File: config.mk
export PLATFORM = sky130hd
export DESIGN_NAME = serial_alu
export DESIGN_NICKNAME = d
export VERILOG_FILES = /design/src/rtl/serial_alu.sv
export SDC_FILE = /design/constraint.sdc
export NUM_CORES = 1
export LEC_CHECK = 0
export ABC_AREA = 1
export CAP_MARGIN = 10
export CORE_MARGIN = 10
export CORE_UTILIZATION = 45
export DETAILED_ROUTE_END_ITERATION = 16
export PLACE_DENSITY_LB_ADDON = 0.3
export SETUP_SLACK_MARGIN = 0.3
export SYNTH_ARGS = -nofsm -noshare
export SYNTH_HDL_FRONTEND = slang
export SYNTH_SLANG_ARGS = --single-unit
File: constraint.sdc
create_clock -name clk -period 2.55 [get_ports clk]
set_input_delay 0.51 -clock clk [delete_from_list [all_inputs] [get_ports clk]]
set_output_delay 0.51 -clock clk [all_outputs]
set_load 0.05 [all_outputs]
File: src/rtl/serial_alu.sv
// Bit-serial ALU: add, subtract, AND and XOR, one operand bit per clock, LSB first.
// A controller drives it through a start/busy/done handshake.
module serial_alu #(
    parameter int unsigned WIDTH = 8
) (
    input  logic             clk,
    input  logic             rstn,
    input  logic             start,
    input  logic [1:0]       op,
    input  logic [WIDTH-1:0] p,
    input  logic [WIDTH-1:0] q,
    output logic             busy,
    output logic             done,
    output logic [WIDTH:0]   y
);

    localparam int unsigned IW = (WIDTH > 1) ? $clog2(WIDTH) : 1;

    typedef enum logic [1:0] {
        IDLE = 2'd0,
        RUN  = 2'd1,
        DONE = 2'd2
    } state_t;

    state_t           state;
    state_t           state_nxt;
    logic [WIDTH-1:0] a_sh;
    logic [WIDTH-1:0] b_sh;
    logic [WIDTH-1:0] res_sh;
    logic [1:0]       op_sh;
    logic             cy;
    logic [IW-1:0]    idx;

    logic             bit_nxt;
    logic             cy_nxt;
    logic             last;
    logic             accept;

    // One-bit slice of the datapath; the operand shadows shift right so bit i is always at [0].
    always_comb begin
        bit_nxt = 1'b0;
        cy_nxt  = 1'b0;
        case (op_sh)
            2'b00: begin
                bit_nxt = a_sh[0] ^ b_sh[0] ^ cy;
                cy_nxt  = (a_sh[0] & b_sh[0]) | (b_sh[0] & cy) | (cy & a_sh[0]);
            end
            2'b01: begin
                bit_nxt = a_sh[0] ^ b_sh[0] ^ cy;
                cy_nxt  = (~a_sh[0] & b_sh[0]) | (~(a_sh[0] ^ b_sh[0]) & cy);
            end
            2'b10: bit_nxt = a_sh[0] & b_sh[0];
            2'b11: bit_nxt = a_sh[0] ^ b_sh[0];
            default: begin
                bit_nxt = 1'b0;
                cy_nxt  = 1'b0;
            end
        endcase
    end

    assign last   = (idx == IW'(WIDTH - 1));
    assign accept = (state != RUN) && start;

    // Next-state logic; DONE accepts a new start exactly like IDLE.
    always_comb begin
        state_nxt = state;
        case (state)
            IDLE, DONE: state_nxt = start ? RUN : IDLE;
            RUN:        state_nxt = last ? DONE : RUN;
            default:    state_nxt = IDLE;
        endcase
    end

    always_ff @(posedge clk) begin
        if (!rstn) begin
            state <= IDLE;
            busy  <= 1'b0;
            done  <= 1'b0;
        end else begin
            state <= state_nxt;
            busy  <= (state_nxt == RUN);
            done  <= (state_nxt == DONE);
        end
    end

    // Operand capture, serial shift and result publication; y only changes on completion.
    always_ff @(posedge clk) begin
        if (!rstn) begin
            a_sh   <= '0;
            b_sh   <= '0;
            res_sh <= '0;
            op_sh  <= 2'b00;
            cy     <= 1'b0;
            idx    <= '0;
            y      <= '0;
        end else if (accept) begin
            a_sh  <= p;
            b_sh  <= q;
            op_sh <= op;
            cy    <= 1'b0;
            idx   <= '0;
        end else if (state == RUN) begin
            a_sh   <= a_sh >> 1;
            b_sh   <= b_sh >> 1;
            res_sh <= {bit_nxt, res_sh[WIDTH-1:1]};
            cy     <= cy_nxt;
            idx    <= idx + IW'(1);
            if (last) begin
                y <= {cy_nxt, bit_nxt, res_sh[WIDTH-1:1]};
            end
        end
    end

endmodule
==> run_results.csv <==
group,metric,value,unit
outcome,status,"complete, no violations",
critical_path,critical-path-top-delay-family,"buffers and inverters",
grt,grt.total_usage,0.112,
synth,ys_warn_count,0,
cts,cts_setup_buffers,0,
critical_path,required,2.04,ns
grt,grt_pass1_vias,1543,
synth,syn_area,0.00185,sq mm
sta,setup_tns,0,ns
critical_path,end_kind,"output port",
power,p_sw_frac,0.270,
cts,insertion_delay,0.30,ns
sta,setup_violations,0,
grt,grt_pass1_wl,6620,um
hold_path,hold_class,"register to register",
place,hpwl,2630,um
final_layout,nets,304,
power,internal_power,954,uW
synth,ys_seq_area_frac,0.453,
routing,vias_per_cell,4.77,
cts,clock_sinks,42,
synth,syn_nets,276,
power,p_sw,353,uW
cts,numCtsBuffers,5,
critical_path,path_cells,"clkdlybuf4s50_1",
cts,htreeDepth,2,
critical_path,cp.arrival,1.46,ns
sta,worst_pin_slew,0.706,ns
die,die_w,84.2,um
power,p_leak,0.00102,uW
place,place.gp.congestion,0.723,
power,pwr-share-seq,0.543,
run,maxCapViolCount,0,
final_layout,fin_cells,328,
synth,synth_edf_count,0,
synth,synth_cells,249,
routing,drtIter0Drc,115,
final_layout,multiInputGateArea,797,sq um
die,start_util,0.464,
critical_path,cp.depth,1,
synth,synthArstFlopShare,0,
cts,root_buffer,"clkbuf_8",
final_layout,fillers,383,
synth,synth_most_common_cell,"nand2_1",
sta,period_needed,1.97,ns
synth,ys_top_cells_by_area,"dfxtp_1 (45%), nand3_1 (14%), nand2_1 (11%), inv_1 (6.5%), a21oi_1 (4.0%)",
grt,antenna_found_initial,0,
critical_path,worst-path-buf-inv,1,
cts,cts_hold_buf,0,
die,dieArea,0.00709,sq mm
synth,ys_types,22,
routing,via_count,1565,
hold_path,hold_depth,2,
critical_path,r2r_cells,5,
routing,wirelength,3700,um
synth,synth_top_cells_by_count,"nand2_1 (54), nand3_1 (51), dfxtp_1 (42), inv_1 (32)",
critical_path,cpMaxStageDelayCell,"clkdlybuf4s50_1",
routing,wl_per_cell,11.3,um
die,ioPinCount,32,
die,die_h,84.2,um
synth,ys.flop_type,"dfxtp_1",
grt,grt_max_degree,45,
sta,skew,0.00965,ns
critical_path,cp-start-kind,"register",
cts,clk_pin_slew,0.08,ns
critical_path,max_stage_delay,0.81,ns
place,portBuffers,31,
sta,timing.fmax,0.507,GHz
power,clockPowerShare,0.328,
power,max-vdd-ir-drop,0.346,mV
die,num_rows,23,
final_layout,drive_above_1_share,0.0612,
sta,hold_viol_final,0,
place,dp.cells,320,
power,comb_power_share,0.129,
synth,syn_area_per_cell,7.45,sq um
cts,cts_resized,0,
synth,synth_top_area_frac,0.453,
routing,ant_nets,0,
grt,overflow,0,
final_layout,n_antenna_cell,0,
sta,rsz0062_at_grt,"false",
critical_path,crit_fanout,2,
final_layout,seq_area,841,sq um
sta,post-route-period-util,0.774,
synth,synth_area_leader_cell,"dfxtp_1",
sta,slew_headroom,0.528,
die,core-area,0.00400,sq mm
final_layout,area_growth,21.2,%
sta,drv_slew,0,
critical_path,crit_type,"register to output port",
power,power_density,582,mW/mm^2
cts,cts_buffer_depth,2,
synth,synth_seq_cells,42,
routing,drc,0,
routing,dr.pass1.iters,4,
cts,tritoncts,"done",
## through the flow
step	hold WS [ns]	setup slack, ns	instance area, sq um	util	power [uW]
floorplan	0.435	1.17	1850	-	847
global placement	0.453	0.842	2160	0.539	891
detailed placement	0.455	0.758	2160	0.539	894
CTS	0.468	0.554	2250	0.562	1320
global route	0.495	0.522	2250	0.562	1390
finish	0.465	0.576	2250	0.562	1310
## power by group through the flow
stage	clock, uW	combinational, uW	sequential [uW]
after floorplan	0	122	725
after global placement	0	167	724
after detailed placement	0	170	725
after CTS	443	171	710
after global routing	475	195	715
final	429	169	710
## sequential cells by signal, indices dropped and copies added, names as in the netlist
register  count
idx           3
state         2
a_sh          8
b_sh          8
y             9
cy            1
done          1
res_sh        7
busy          1
op_sh         2
## layer usage
metal  up-vias  share of wire  global-route usage  routed length, um
li1        846              -                   -                  -
met1       686           0.45               0.124               1670
met2        28           0.47               0.178               1750
met3         5          0.060              0.0522                223
met4         0          0.016              0.0502                 60
met5         -              0                   0                  0
## logic make-up after synthesis
| family | share of synthesized area |
|---|---|
| AOI/OAI and AO/OA | 0.0729 |
| xor gates and xnor gates | 0.00472 |
| adders and majority gates | 0.0486 |
| buffers and inverters | 0.117 |
| DFF | 0.453 |
| and+or+nand+nor | 0.304 |
## area by class of cell
class	instances	area share
Sequential cell	42	0.374
Multi-Input combinational cell	160	0.355
Timing Repair Buffer	33	0.145
Inverter	35	0.0585
Clock buffer	5	0.0306
Tap cell	50	0.0278
Clock inverter	3	0.00947
## placed cells by master (no fill, tap or decap)
master	Yosys	final
clkdlybuf4s50_1	0	31
inv_1	32	32
clkbuf_8	0	5
buf_4	3	2
fa_1	2	2
nand2_1	54	54
nand3_2	1	1
and2_2	1	1
nor2_4	1	1
clkinv_2	0	1
nor2_1	15	15
clkinv_1	1	1
clkinv_4	0	1
or2_2	1	1
inv_2	2	2
nand3_1	51	51
nand2_2	1	1
dfxtp_1	42	42
clkinvlp_4	0	1
a21oi_1	15	15
ha_1	4	4
xor2_1	1	1
o21ai_0	12	12
nand3b_1	1	1
## worst paths after layout
check            start  endpoint  slack, ns
max               y[1]      y[1]       0.58
min          res_sh[1]      y[0]       0.47
max reg2reg   state[1]  op_sh[0]       0.97
min reg2reg  res_sh[1]      y[0]       0.47
(Power assumes the default switching activity.)
